--- src/rtl/imem_loader.sv ---
`default_nettype none
// ============================================================================
// Module      : imem_loader
// Description : Boot-time instruction memory loader. Consumes a
//               length-prefixed little-endian byte stream over valid/ready,
//               assembles 32-bit words, writes them one per WR cycle and
//               holds the core in reset until the image is complete.
//               Optional trailing XOR checksum: define LOADER_CHECKSUM_EN.
// Revision    : 1.0 - initial release
// ============================================================================
module imem_loader #(
  parameter int DEPTH = 64,
  parameter int AW    = 6
) (
  input  logic          clk,
  input  logic          reset,
  input  logic          start,
  input  logic          rx_valid,
  input  logic [7:0]    rx_data,
  output logic          rx_ready,
  output logic          we,
  output logic [AW-1:0] waddr,
  output logic [31:0]   wdata,
  output logic          busy,
  output logic          done,
  output logic          err,
  output logic          cpu_hold
);

`ifdef LOADER_CHECKSUM_EN
  typedef enum logic [2:0] {
    S_IDLE = 3'd0,
    S_LEN0 = 3'd1,
    S_LEN1 = 3'd2,
    S_DATA = 3'd3,
    S_WR   = 3'd4,
    S_DONE = 3'd5,
    S_ERR  = 3'd6,
    S_CHK  = 3'd7
  } state_t;
`else
  typedef enum logic [2:0] {
    S_IDLE = 3'd0,
    S_LEN0 = 3'd1,
    S_LEN1 = 3'd2,
    S_DATA = 3'd3,
    S_WR   = 3'd4,
    S_DONE = 3'd5,
    S_ERR  = 3'd6
  } state_t;
`endif

  localparam logic [15:0] c_depth = 16'(DEPTH);

  state_t        state_q, state_d;
  logic [7:0]    len_lo_q, len_lo_d;
  logic [15:0]   len_q, len_d;
  logic [AW-1:0] idx_q, idx_d;
  logic [1:0]    bcnt_q, bcnt_d;
  logic [31:0]   word_q, word_d;
`ifdef LOADER_CHECKSUM_EN
  logic [7:0]    chk_q, chk_d;
`endif

  logic          w_accept;
  logic [15:0]   w_count;
  logic          w_count_bad;
  logic          w_last;

  // A byte moves only when the source offers it and the loader wants one.
  assign w_accept    = rx_valid && rx_ready;
  assign w_count     = {rx_data, len_lo_q};
  assign w_count_bad = (w_count == 16'd0) || (w_count > c_depth);
  assign w_last      = (16'(idx_q) == (len_q - 16'd1));

  // State and datapath registers; reset restores the idle, core-held state.
  always_ff @(posedge clk) begin
    if (reset) begin
      state_q  <= S_IDLE;
      len_lo_q <= 8'd0;
      len_q    <= 16'd0;
      idx_q    <= '0;
      bcnt_q   <= 2'd0;
      word_q   <= 32'd0;
`ifdef LOADER_CHECKSUM_EN
      chk_q    <= 8'd0;
`endif
    end else begin
      state_q  <= state_d;
      len_lo_q <= len_lo_d;
      len_q    <= len_d;
      idx_q    <= idx_d;
      bcnt_q   <= bcnt_d;
      word_q   <= word_d;
`ifdef LOADER_CHECKSUM_EN
      chk_q    <= chk_d;
`endif
    end
  end

  // Next-state and datapath updates; start is only honoured when not busy.
  always_comb begin
    state_d  = state_q;
    len_lo_d = len_lo_q;
    len_d    = len_q;
    idx_d    = idx_q;
    bcnt_d   = bcnt_q;
    word_d   = word_q;
`ifdef LOADER_CHECKSUM_EN
    chk_d    = chk_q;
`endif
    case (state_q)
      S_IDLE, S_DONE, S_ERR: begin
        if (start) state_d = S_LEN0;
      end
      S_LEN0: begin
        if (w_accept) begin
          len_lo_d = rx_data;
          state_d  = S_LEN1;
        end
      end
      S_LEN1: begin
        if (w_accept) begin
          len_d = w_count;
          if (w_count_bad) begin
            state_d = S_ERR;
          end else begin
            idx_d   = '0;
            bcnt_d  = 2'd0;
`ifdef LOADER_CHECKSUM_EN
            chk_d   = 8'd0;
`endif
            state_d = S_DATA;
          end
        end
      end
      S_DATA: begin
        if (w_accept) begin
          // First byte ends up in bits 7:0 after four right shifts.
          word_d = {rx_data, word_q[31:8]};
          bcnt_d = bcnt_q + 2'd1;
`ifdef LOADER_CHECKSUM_EN
          chk_d  = chk_q ^ rx_data;
`endif
          if (bcnt_q == 2'd3) state_d = S_WR;
        end
      end
      S_WR: begin
        idx_d = idx_q + 1'b1;
`ifdef LOADER_CHECKSUM_EN
        state_d = w_last ? S_CHK : S_DATA;
`else
        state_d = w_last ? S_DONE : S_DATA;
`endif
      end
`ifdef LOADER_CHECKSUM_EN
      S_CHK: begin
        if (w_accept) state_d = (rx_data == chk_q) ? S_DONE : S_ERR;
      end
`endif
      default: state_d = S_IDLE;
    endcase
  end

  // Outputs are pure decodes of registered state, so rx_valid never reaches them.
  always_comb begin
    rx_ready = 1'b0;
    we       = 1'b0;
    busy     = 1'b0;
    done     = 1'b0;
    err      = 1'b0;
    cpu_hold = 1'b1;
    case (state_q)
      S_LEN0, S_LEN1, S_DATA: begin
        rx_ready = 1'b1;
        busy     = 1'b1;
      end
`ifdef LOADER_CHECKSUM_EN
      S_CHK: begin
        rx_ready = 1'b1;
        busy     = 1'b1;
      end
`endif
      S_WR: begin
        we   = 1'b1;
        busy = 1'b1;
      end
      S_DONE: begin
        done     = 1'b1;
        cpu_hold = 1'b0;
      end
      S_ERR: begin
        err = 1'b1;
      end
      default: begin
        rx_ready = 1'b0;
      end
    endcase
  end

  assign waddr = idx_q;
  assign wdata = word_q;

endmodule
`default_nettype wire
--- config.mk ---
export PLATFORM = sky130hd
export DESIGN_NAME = imem_loader
export DESIGN_NICKNAME = d
export VERILOG_FILES = /design/src/rtl/imem_loader.sv
export SDC_FILE = /design/constraint.sdc
export NUM_CORES = 1
export LEC_CHECK = 0
export ABC_AREA = 1
export BUFFER_PORTS_ARGS = -buffer_cell sky130_fd_sc_hd__buf_4
export CORE_UTILIZATION = 40
export CTS_CLUSTER_DIAMETER = 30
export DETAILED_ROUTE_END_ITERATION = 7
export PLACE_DENSITY = 0.69
export RECOVER_POWER = 50
export SLEW_MARGIN = 20
export SYNTH_ARGS = -nofsm -noshare
export SYNTH_HDL_FRONTEND = slang
export SYNTH_SLANG_ARGS = --single-unit
--- constraint.sdc ---
create_clock -name clk -period 1.9 [get_ports clk]
set_input_delay 0 -clock clk [delete_from_list [all_inputs] [get_ports clk]]
set_output_delay 0 -clock clk [all_outputs]
set_load 0.05 [all_outputs]
# Word level (Yosys, flattened, before mapping)
# Cells that the tools add are included.
# classes
add_sub_neg	3
n_reduce_logical	15
eq_ne	14
n_mux	21
order_cmp	1
# op_table
cell	n
3-bit two-way mux	7
6-bit by 16-bit == test with 1-bit output	1
16-bit by 7-bit greater-than comparator with 1-bit output, second input constant	1
16-bit zero test	1
16-bit by 1-bit subtractor with 16-bit output, second input constant	1
3-bit one-hot mux with 5 select lines	1
6-bit two-way mux	2
2-bit inequality test, second input constant	6
6-bit one-hot mux with 2 select lines	1
3-bit == test, second input constant	3
6-bit by 1-bit adder with 6-bit output, second input constant	1
3-bit by 2-bit == test with 1-bit output, second input constant	2
1-bit two-way mux	6
2-bit two-way mux	3
2-bit AND reduction	3
3-bit OR reduction	2
5-bit AND reduction	1
2-bit one-hot mux with 2 select lines	1
4-bit AND reduction	1
2-bit nonzero test	2
4-bit OR reduction	1
3-bit by 1-bit == test with 1-bit output, second input constant	1
3-bit zero test	1
3-bit AND reduction	1
4 further kinds	4
# word_totals
reg_bits	67

# Depth between registers and ports, before layout
# Gate-level depths: netlist of run 1.
# depth
depth_word	6
depth_mapped	15
depth_no_buf	15

# Worst setup path before layout of run 1
# OpenSTA, ideal clock, no wires.
# synth_timing
path_kind	reg2out
startpoint	reg state_q[0]
endpoint	out cpu_hold
slack_ns	0.129
n_path_buf	0
stages_incl_launch_ff	6
required_ns	1.900
arrival_ns	1.771
path_cell_list	dfxtp_1 inv_2 nor2_1 inv_1 nor2_1 inv_1
# synth_between
elab_chain_cells	2
# synth_rtl
item	line_no	rtl
from (decl)	55	state_t state_q, state_d;
from (signal assigned)	89	state_q <= state_d;
3-bit == test	173	case (state_q)
1-bit two-way mux	173	
to (decl)	27	output logic cpu_hold
# No other way between the ends.

# Worst setup path after layout of run 1
# layout_timing
startpoint	in rx_data[6]
endpoint	reg bcnt_q[0]
# layout_between
elab_chain_cells	4
# layout_rtl
item	line_no	rtl
from (decl)	19	input logic [7:0] rx_data,
16-bit by 7-bit greater-than comparator with 1-bit output / 16-bit zero test (equally long branches)	73	assign w_count_bad = (w_count == 16'd0) || (w_count > c_depth);
1-bit logical OR (*)	73	
2-bit inequality test (no line) (*)	--	
4-bit AND reduction (no line) (*)	--	
to (signal assigned)	93	bcnt_q <= bcnt_d;
to (decl)	59	logic [1:0] bcnt_q, bcnt_d;
# Mark *: on every way between the ends. The rest lies on a longest branch, timed or not.
# A chain may end at the register's enable or synchronous reset.

==> key figures, run 1 <==
Finish
  – Number of diodes: 0
  – Area delta synth->final: 19.4%
  – Final Util: 0.498
  – Layout cells sized above 1: 0.121
  – Nets: 590
  – Design area: 4130 sq um
  – Non-filler cells, final: 685

Routing
  – Wire per inst: 13.4 um
  – DRC violations left: 0
  – Via count: 3478
  – Final ANT Viol Nets: 0
  – Routed Wire Length: 9210 um
  – Detailed Routing Iterations Pass 1: 5
  – Via/cell ratio: 5.08
  – Number of DRC violations after detailed-routing iteration 0: between 100 and 150

CTS
  – H-tree Lvls: 3
  – CTS tree: built
  – Root Buffer: clkbuf_8
  – TritonCTS Buffers: 9
  – Worst-path clk slew: 0.08 ns
  – Clk sinks: 67
  – Worst-Skew Late Latency: between 0.3 and 0.4 ns
  – CTS Buffer Depth: 2

STA
  – Setup Viol. Count Final: 0
  – Hold_ws: 0.126 ns
  – Setup TNS: 0 ns
  – Worst setup margin: around 0.16 ns
  – Slew @ Worst Pin: ~0.64 ns
  – Max-Slew Margin vs Limit: 0.574
  – Fin crit share: 0.917
  – Post-route minimum period: 1.74 ns
  – Max Clk Rate: 574 MHz
  – Max-slew violations: 0
  – Worst Skew: between 0.01 and 0.015 ns
  – Final Hold Vio Count: 0

Synthesis
  – Post-synth EDFFs: 0
  – Async SR Flop Fraction: 0
  – Area leader, netlist: dfxtp_1
  – Top cell type's share of synthesized area: 0.388
  – Main synth FF type: dfxtp_1
  – Average size of a mapped cell: ~6.7 sq um
  – Mapped Area: 3460 sq um
  – Ys Warns: 0
  – Synth unique cells: 32
  – Seq/Total Area, Yosys: 0.388
  – Cells after synthesis: between 500 and 600
  – Syn nets: 529
  – Largest cells by area after synthesis: dfxtp_1, nand2_1, a21oi_1
  – Register bit total from synthesis: 67

Placed design
  – DP Area: 3940 sq um
  – Placed Instances: ~660
  – Placer Congestion: 0.931
  – Port bufs: 55
  – Setup Slack @ Placement: roughly 0.096 ns
  – HPWL Detailed: 6610 um

Power
  – Tot Pwr: slightly below 6 mW
  – Lkg Pwr: 1.72 nW
  – Sw Ratio: 0.451
  – Psw: 2.67 mW
  – Flop pwr share: 0.292
  – Design internal power: 3.25 mW
  – Pwr dens: 1430 nW/um^2
  – Clock power frac: 0.229
  – Comb pwr share: 0.479
  – Worst vdd ir: 684 uV

Job
  – Max-Cap Viols: 0

Critical path
  – R2R Setup Slk: 0.17 ns
  – Critical path's top delay family: simple AND/OR/NAND/NOR gates
  – R2r endpoint: state_q[2]
  – Startpoint types: input pin
  – Worst Path Max Fanout: 3
  – Critical Path Most Common Cell: nand3_1
  – Crit-path slowest cell: dlygate4sd3_1
  – Worst R2R Path Depth: 13
  – CP required: 2.16 ns
  – Reg-to-reg critical path startpoint: len_q[5]
  – Worst setup EP type: flop
  – Critical path class: input pin to flop
  – Worst path bufs/invs: 2
  – Worst path cell trace: dlygate4sd3_1 -> buf_4 -> nor2_1 -> nand3_1 -> nor3b_1 -> nand3_1 -> nand2_1 -> nand3_1 -> a211oi_1
  – CP max stage delay: 0.54 ns
  – Data arrival, critical path: approximately 2 ns

Global route
  – First-pass GRT wire length: 15300 um
  – Initial antenna violation count: 0
  – GR Overflow Total: 0
  – Total Routing Usage GR: 0.219
  – Vias in the first global route: 3216
  – Largest net degree at the start of global routing: between 40 and 50

Min path
  – WHS Endpoint: wdata[7]
  – HP Start: rx_valid
  – Hold path depth: 3
  – HP Class: input pin to flop

Outcome
  – Status: finished, final reports clean

Floorplan
  – Initial core utilization: 0.417
  – Die height: between 90 and 100 um
  – Core area: 8300 sq um
  – Total Die Area: between 9000 and 10000 sq um
  – Die Wd: about 95 um
  – Num ports: 56
  – Row count: 33
## synthesized netlist by cell type (all sizes together) (2+ instances only)
library cell,instances
nand2,126
dfxtp,67
nor2,67
a21oi,62
inv,55
nand3,54
o21ai,32
clkbuf,12
buf,10
nand4,5
nor3,5
xnor2,4
xor2,4
ha,3
nand3b,2
## power groups by stage
stage	combinational [mW]	clock, mW	sequential [mW]
after CTS	2.79	1.38	1.72
after global routing	3.21	1.44	1.75
after detailed placement	2.76	0	1.76
final	2.84	1.36	1.73
after global placement	2.75	0	1.75
after floorplan	2.13	0	1.76
## worst register-to-register path: stages (launching register included)
cell and delay, ns:
dfxtp_1 0.40, nor2_2 0.18, nand2_1 0.14, nor2_1 0.18, nand2_1 0.09, nand2_1 0.08
nand2_1 0.07, inv_1 0.07, nand3_2 0.05, nor2_1 0.10, nand3_1 0.09, nand2_1 0.06
nand2_1 0.06, a21oi_2 0.10
## cell usage in the layout, fill, tap and decap left out, drive strengths merged
master         n
inv           57
clkinv         2
nand3b         2
buf           21
o21ai         32
clkinvlp       1
a211oi         1
clkbuf        51
o31ai          1
nand2        126
xnor2          4
nor3b          1
nor4           1
nor2          67
nand4          5
a31oi          1
ha             3
dfxtp         67
dlygate4sd3    9
nor3           5
or2            1
nand3         54
bufinv         2
xor2           4
a21oi         62
## per-layer routing
metal	routed length [um]	global-route usage	vias to the layer above	part of all wire
met5	0	0	-	0
met4	102	0.0581	0	0.011
met3	485	0.0539	10	0.053
met2	4510	0.377	91	0.49
met1	4110	0.270	1600	0.45
li1	-	-	1777	-
## state kept, by name (all words and copies together) (netlist names)
register  flops
len_q        16
len_lo_q      8
state_q       3
wdata        32
waddr         6
bcnt_q        2
## how the worst max path moves through the flow
| stage | startpoint | end | slack [ns] | depth (start not counted) |
|---|---|---|---|---|
| floorplan | state_q[0] | cpu_hold | 0.13 | 5 |
| global placement | len_q[1] | state_q[1] | 0.12 | 13 |
| detailed placement | len_q[1] | state_q[1] | 0.1 | 13 |
| CTS | len_q[0] | state_q[1] | 0.09 | 13 |
| global route | len_q[0] | state_q[2] | -0.005 | 14 |
| finish | rx_data[6] | bcnt_q[0] | 0.16 | 9 |
## final cells by class
type                            instances  area, sq um
Inverter                               55          206
Timing Repair Buffer                   72          409
Sequential cell                        67         1340
Clock buffer                            9          124
Multi-Input combinational cell        370         1820
Fill cell                             901         4170
Clock inverter                          7         98.8
Tap cell                              105          131
## cells by family after synthesis
logic type	share of synthesized area
compound gates	0.148
xor+xnor	0.0203
fa+ha+maj	0.0109
buf+inv	0.0937
flops	0.388
simple gates	0.340
## what timing repair did
item,in CTS,in global routing
endpoints found under the setup margin,0,2
setup buffers,0,1
resized for setup,0,5
hold buffers,9,0
endpoints found under the hold margin,22,0
(Power assumes the default switching activity.)
==> run 2, diff against run 1 <==
Settings changed: CORE_ASPECT_RATIO from default to 1.5, PLACE_DENSITY 0.69 to 0.7.
==> run 2 against run 1 <==
Largest cell class unchanged. Total power increased by 1.7%. Largest power group unchanged. Critical endpoint is now state_q[1]. Global-route usage decreased by 0.17 points. Routed wire length increased by 0.22%. Critical path depth increased by 4. Setup slack got worse by 0.016 ns. Sequential share of layout area decreased by 0.15 points. Sequential power about the same. Cell area increased by 0.45%. Highest routed layer unchanged. Flip-flop and latch count unchanged.
==> key figures, run 2 (synthesis results as in run 1) <==
CTS
  – Worst-path clk slew: 0.05 ns (-0.03 ns)
  – Worst-Skew Late Latency: 0.33 ns (-0.02 ns)
  – TritonCTS Buffers: 9 (unchanged)
  – CTS tree: built
  – CTS Buffer Depth: 2 (unchanged)
  – Clk sinks: 67 (unchanged)
  – Root Buffer: clkbuf_16
  – # Post-CTS Setup Buffers: 0 (unchanged)
  – H-tree Lvls: 3 (unchanged)

Global route
  – GR Overflow Total: 0 (unchanged)
  – Largest net degree at the start of global routing: 39 (-11%)
  – Vias in the first global route: 3315 (+3.1%)
  – First-pass GRT wire length: 15200 um (-0.41%)
  – Initial antenna violation count: 0 (unchanged)
  – Total Routing Usage GR: 0.217 (-0.00167)

STA
  – Max Clk Rate: 569 MHz (-0.93%)
  – Fin crit share: 0.926 (+0.00859)
  – Post-route minimum period: 1.76 ns (+0.0163 ns)
  – Max-Slew Margin vs Limit: 0.575 (+0.00120)
  – Final Hold Vio Count: 0 (unchanged)
  – Worst setup margin: 0.141 ns (-0.0163 ns)
  – Setup Viol. Count Final: 0 (unchanged)
  – Max-slew violations: 0 (unchanged)
  – Worst Skew: 0.00746 ns (-0.00415 ns)
  – Slew @ Worst Pin: 0.640 ns (+0.000942 ns)

Finish
  – Layout cells sized above 1: 0.109 (-0.0119)
  – Max reg flops: 32 (unchanged)
  – Area delta synth->final: 19.9%
  – Non-filler cells, final: 686 (+0.15%)
  – Nets: 590 (unchanged)
  – Number of diodes: 0 (unchanged)
  – Commonest non-fill, non-tap cells in the layout: nand2_1, dfxtp_1, a21oi_1
  – Commonest non-fill, non-tap cell in the layout: nand2_1

Floorplan
  – Die Wd: 77.9 um (-18%)
  – Total Die Area: 9030 sq um (about the same)
  – Row count: 41 (+24%)
  – Die height: 116 um (+22%)
  – Num ports: 56 (unchanged)
  – Initial core utilization: 0.411 (-0.00564)
  – Core area: 8410 sq um (+1.4%)

Routing
  – Detailed Routing Iterations Pass 1: 4 (-1)
  – Via count: 3508 (+0.86%)
  – Number of DRC violations after detailed-routing iteration 0: 185 (+33%)
  – Final ANT Viol Nets: 0 (unchanged)
  – DRC violations left: 0 (unchanged)
  – Wire per inst: 13.5 um (about the same)
  – Routed Wire Length: 9230 um (+0.22%)
  – Via/cell ratio: 5.11 (+0.72%)

Power
  – Comb pwr share: 0.461 (-0.018)
  – Design internal power: 3.40 mW (+4.4%)
  – Clock power frac: 0.253 (+0.024)
  – Pwr dens: 1450 nW/um^2 (+1.3%)
  – Worst vdd ir: 752 uV (+10%)
  – Lkg Pwr: 1.73 nW (+0.83%)
  – Flop pwr share: 0.286 (-0.006)
  – Psw: 2.63 mW (-1.5%)
  – Sw Ratio: 0.437 (-0.0142)

Critical path
  – Reg-to-reg critical path startpoint: len_q[1]
  – Worst Path Max Fanout: 7 (+4)
  – Startpoint types: flop
  – Worst setup EP type: flop
  – Worst Setup SP: len_q[1]
  – Data arrival, critical path: 1.98 ns (-0.02 ns)
  – CP required: 2.12 ns (-0.04 ns)
  – Critical path class: flop to flop

Placed design
  – Placed Instances: 661 (+0.30%)
  – HPWL Detailed: 6800 um (+2.9%)
  – Port bufs: 55 (unchanged)
  – Placer Congestion: 0.896 (-3.8%)
  – Setup Slack @ Placement: 0.115 ns (+0.0197 ns)

Job
  – Max-Cap Viols: 0 (unchanged)

Outcome
  – Status: finished, final reports clean

Min path
  – HP Start: rx_valid
  – HP Class: input pin to flop
[run 2: power by group through the flow]
stage	registers (mW)	clock network [mW]	logic, mW
2_1_floorplan	1.76	0	2.13
3_5_place_dp	1.75	0	2.79
3_3_place_gp	1.75	0	2.77
5_1_grt	1.75	1.61	3.15
6_report	1.72	1.52	2.78
4_1_cts	1.73	1.56	2.82
[run 2: path summary, 6_finish.rpt]
path	end	slack [ns]	depth (start not counted)
max reg2reg	state_q[1]	0.14	13
min reg2reg	wdata[0]	0.47	2
min	wdata[1]	0.16	3
max	state_q[1]	0.14	13
[run 2: final cells by class]
cell class              count  area (sq um)
clock buffers              11           253
multi-input cells         370          1780
inverters                  55           206
repair buffers             72           407
well taps                 107           134
flip-flops and latches     67          1340
fillers                   915          4260
clock inverters             4          26.3
[run 2: timing repair]
| action | CTS | global route |
|---|---|---|
| hold buffers | 10 | 0 |
| setup endpoints to repair | 0 | 2 |
| gates resized for setup | 0 | 2 |
| endpoints found under the hold margin | 32 | 0 |
[run 2: stage by stage]
step	util	instance area (sq um)	setup TNS (ns)	power [mW]	hold WS, ns
final	0.493	4150	0	6.03	0.163
after global routing	0.493	4150	-0.0390	6.51	0.179
after CTS	0.514	4320	0	6.10	0.151
after detailed placement	0.468	3940	0	4.54	0.274
after global placement	0.468	3940	0	4.52	0.271
after floorplan	-	3460	0	3.89	0.135
[run 2: routing by layer]
metal  vias to the layer above  GRT usage  share of wire
li1                       1778          -              -
met1                      1604      0.227           0.41
met2                        92      0.398           0.51
met3                        34     0.0402          0.035
met4                         0      0.137          0.047
met5                         -          0              0
[run 2: critical path, cell delays in order (launching register included)]
cell     delay, ns
dfxtp_1       0.31
inv_1         0.07
ha_2          0.25
nand2_2       0.13
nor2_4        0.17
nor2_1        0.05
nor2_1        0.09
nand3_1       0.07
nor2_1        0.16
nand3_1       0.10
nand2_1       0.07
nand2_1       0.05
nand2_1       0.07
a21oi_2       0.05
==> run 3, diff against run 2 <==
--- a/config.mk
+++ b/config.mk
@@ -7,3 +7,2 @@
 export LEC_CHECK = 0
-export ABC_AREA = 1
 export BUFFER_PORTS_ARGS = -buffer_cell sky130_fd_sc_hd__buf_4
@@ -13,3 +12,3 @@
 export DETAILED_ROUTE_END_ITERATION = 7
-export PLACE_DENSITY = 0.7
+export PLACE_DENSITY = 0.71
 export RECOVER_POWER = 50
--- a/constraint.sdc
+++ b/constraint.sdc
@@ -3,2 +3,2 @@
 set_output_delay 0 -clock clk [all_outputs]
-set_load 0.05 [all_outputs]
+set_load 0.1 [all_outputs]
==> run 3 against run 2 <==
The run now ends with setup timing left. Flip-flop and latch count unchanged. Global-route usage down 0.89 points. First-iteration DRC count down 9.2%. Area after synthesis down 13%. Cell area down 4.7%. Non-clock buffer count up 29. Sequential power down 6%. Clock-buffer cell count down 2. Hold slack worse by 0.13 ns. Highest routed layer unchanged.
==> key figures, run 3 <==
Power
  – Worst vdd ir: 804 uV (+6.9%)
  – Sw Ratio: 0.402 (-0.0344)
  – Clock power frac: 0.258 (+0.005)
  – Tot Pwr: 4.06 mW (-33%)
  – Lkg Pwr: 1.56 nW (-10%)
  – Pwr dens: 1030 nW/um^2 (-29%)
  – Psw: 1.63 mW (-38%)
  – Design internal power: 2.43 mW (-29%)
  – Flop pwr share: 0.396 (+0.110)
  – Comb pwr share: 0.345 (-0.116)

Outcome
  – Failing checks: setup timing
  – Status: finished, violations left

STA
  – Post-route minimum period: 1.93 ns (+0.168 ns)
  – Max Clk Rate: 519 MHz (-8.7%)
  – Fin crit share: 1.01 (+0.0885)
  – Setup Viol. Count Final: 2 (+2)
  – Final Hold Vio Count: 0 (unchanged)
  – Max-Slew Margin vs Limit: 0.221 (-0.354)
  – Worst setup margin: -0.0269 ns (-0.168 ns)
  – Unrepaired setup endpoints after global routing: true
  – Worst Skew: 0.00875 ns (+0.00129 ns)
  – Slew @ Worst Pin: 1.17 ns (+0.533 ns)
  – Hold_ws: 0.0322 ns (-0.130 ns)
  – Max-slew violations: 0 (unchanged)

CTS
  – H-tree Lvls: 3 (unchanged)
  – # Post-CTS Setup Buffers: 0 (unchanged)
  – Worst-path clk slew: 0.07 ns (+0.02 ns)
  – TritonCTS Buffers: 9 (unchanged)
  – Root Buffer: clkbuf_8
  – Worst-Skew Late Latency: 0.34 ns (about the same)
  – Clk sinks: 67 (unchanged)
  – CTS tree: built
  – CTS Buffer Depth: 2 (unchanged)

Synthesis
  – Area leader, netlist: dfxtp_1
  – Largest cells by area after synthesis: dfxtp_1, nand2_1, a21oi_1
  – Post-synth EDFFs: 0 (unchanged)
  – Most common cell in the synthesized netlist: nand2_1
  – Average size of a mapped cell: 7.79 sq um (+16%)
  – Most frequent cells after synthesis: nand2_1, dfxtp_1, a21oi_1, nor2_1, clkbuf_1
  – Top cell type's share of synthesized area: 0.447 (+0.0597)
  – Cells after synthesis: 385 (-25%)
  – Mapped Area: 3000 sq um (-13%)
  – Async SR Flop Fraction: 0 (unchanged)
  – Seq/Total Area, Yosys: 0.447 (+0.0597)
  – Syn nets: 400 (-24%)
  – Synth unique cells: 48 (+50%)
  – Ys Warns: 0 (unchanged)
  – Main synth FF type: dfxtp_1
  – Register bit total from synthesis: 67 (unchanged)

Routing
  – Routed Wire Length: 7550 um (-18%)
  – Via/cell ratio: 4.98 (-2.7%)
  – Wire per inst: 13.0 um (-3.0%)
  – Via count: 2881 (-18%)
  – Detailed Routing Iterations Pass 1: 4 (unchanged)
  – Final ANT Viol Nets: 0 (unchanged)
  – Number of DRC violations after detailed-routing iteration 0: 168 (-9.2%)
  – DRC violations left: 0 (unchanged)

Floorplan
  – Num ports: 56 (unchanged)
  – Die height: 108 um (-6.8%)
  – Core area: 7230 sq um (-14%)
  – Die Wd: 72.7 um (-6.7%)
  – Total Die Area: 7850 sq um (-13%)
  – Row count: 38 (-7.3%)
  – Initial core utilization: 0.415 (+0.00361)

Finish
  – Design area: 3960 sq um (-4.7%)
  – Commonest non-fill, non-tap cells in the layout: nand2_1, dfxtp_1, a21oi_1
  – Nets: 489 (-17%)
  – Commonest non-fill, non-tap cell in the layout: nand2_1
  – Layout cells sized above 1: 0.267 (+0.158)
  – Area delta synth->final: 31.9%
  – Number of diodes: 0 (unchanged)
  – Max reg flops: 32 (unchanged)
  – Non-filler cells, final: 579 (-16%)

Global route
  – Largest net degree at the start of global routing: 34 (-13%)
  – Total Routing Usage GR: 0.208 (-0.00891)
  – Met2 usage in global routing: 0.365 (-0.0331)
  – Initial antenna violation count: 0 (unchanged)
  – Grt met3 use: 0.0466 (+0.00644)
  – Vias in the first global route: 2749 (-17%)
  – First-pass GRT wire length: 12600 um (-17%)
  – M1 GR Usage: 0.229 (+0.00152)
  – Most Crowded Layer GR: met2
  – GR Overflow Total: 0 (unchanged)

Critical path
  – Worst path bufs/invs: 0 (-1)
  – CP max stage delay: 0.58 ns (+0.27 ns)
  – Critical path class: flop to flop
  – Data arrival, critical path: 2.22 ns (+0.24 ns)
  – R2r endpoint: state_q[2]
  – Worst setup EP type: flop
  – CP Depth: 5 (-8)
  – Crit-path slowest cell: or4_4
  – Worst Path Max Fanout: 6 (-1)
  – Worst R2R Path Depth: 5 (-8)
  – R2R Setup Slk: -0.03 ns (-0.17 ns)
  – Startpoint types: flop
  – Reg-to-reg critical path startpoint: len_q[3]
  – Critical path's top delay family: simple AND/OR/NAND/NOR gates
  – CP required: 2.19 ns (+0.07 ns)
  – Worst path cell trace: or4_4 -> o41a_1 -> or3_4 -> nor2_2 -> a41o_1

Min path
  – HP Start: reset
  – WHS Endpoint: waddr[1]
  – HP Class: input pin to flop
  – Hold path depth: 2 (-1)

Placed design
  – HPWL Detailed: 5580 um (-18%)
  – Port bufs: 55 (unchanged)
  – Setup Slack @ Placement: -0.204 ns (-0.319 ns)
  – Placer Congestion: 0.885 (-1.2%)
  – DP Area: 3750 sq um (-4.8%)
  – Placed Instances: 555 (-16%)

Job
  – Max-Cap Viols: 0 (unchanged)
## run 3: worst max-delay path by stage
stage                 end  startpoint
6_report       state_q[2]    len_q[3]
4_1_cts        state_q[2]    len_q[3]
3_5_place_dp   state_q[2]    len_q[1]
2_1_floorplan  state_q[2]  state_q[1]
3_3_place_gp   state_q[2]    len_q[0]
5_1_grt        state_q[2]    len_q[0]
## run 3: cell type report
| type | instances | area [sq um] |
|---|---|---|
| sequential | 67 | 1350 |
| timing repair buffer | 101 | 659 |
| inverter | 5 | 22.5 |
| clock inverter | 7 | 55.1 |
| tap | 100 | 125 |
| clock buffer | 9 | 124 |
| multi-input combinational | 290 | 1620 |
| fill | 730 | 3270 |
## run 3: power groups by stage
| stage | Combinational [mW] | Sequential, mW | Clock [mW] |
|---|---|---|---|
| 3_3_place_gp | 1.38 | 1.64 | 0 |
| 3_5_place_dp | 1.39 | 1.64 | 0 |
| 4_1_cts | 1.43 | 1.61 | 1.08 |
| 6_report | 1.40 | 1.61 | 1.05 |
| 5_1_grt | 1.51 | 1.63 | 1.13 |
| 2_1_floorplan | 1.05 | 1.67 | 0 |
## run 3: worst register-to-register path, stage by stage, from the launching register on
cell     delay [ns]
dfxtp_2        0.33
or4_4          0.58
o41a_1         0.34
or3_4          0.39
nor2_2         0.09
a41o_1         0.16
## run 3: stage by stage
step	util	TNS, ns
floorplan	-	-1.75
global placement	0.519	-0.413
detailed placement	0.519	-0.554
CTS	0.564	-0.0832
global route	0.547	-0.555
finish	0.547	-0.0454
## run 3: metal layers
layer,part of all wire,up-vias
met2,0.53,53
met4,0.027,0
li1,-,1488
met3,0.032,16
met5,0,-
met1,0.41,1324
## run 3: kinds of logic (layout without fill, tap and decap cells)
| kind of cell | after synthesis | after routing | share of synthesized area |
|---|---|---|---|
| AOI/OAI and AO/OA | 82 | 82 | 0.160 |
| xor gates and xnor gates | 13 | 13 | 0.0380 |
| adders and majority gates | 3 | 3 | 0.0125 |
| buffers and inverters | 28 | 122 | 0.0380 |
| DFF | 67 | 67 | 0.447 |
| muxes | 10 | 10 | 0.0334 |
| and+or+nand+nor | 182 | 182 | 0.271 |
## run 3: repair_timing
| action | CTS | global route |
|---|---|---|
| endpoints found under the setup margin | 11 | 8 |
| resized for setup | 17 | 4 |
| pin swaps | 3 | 5 |
| hold endpoints to repair | 24 | 0 |
| hold buffers | 8 | 0 |
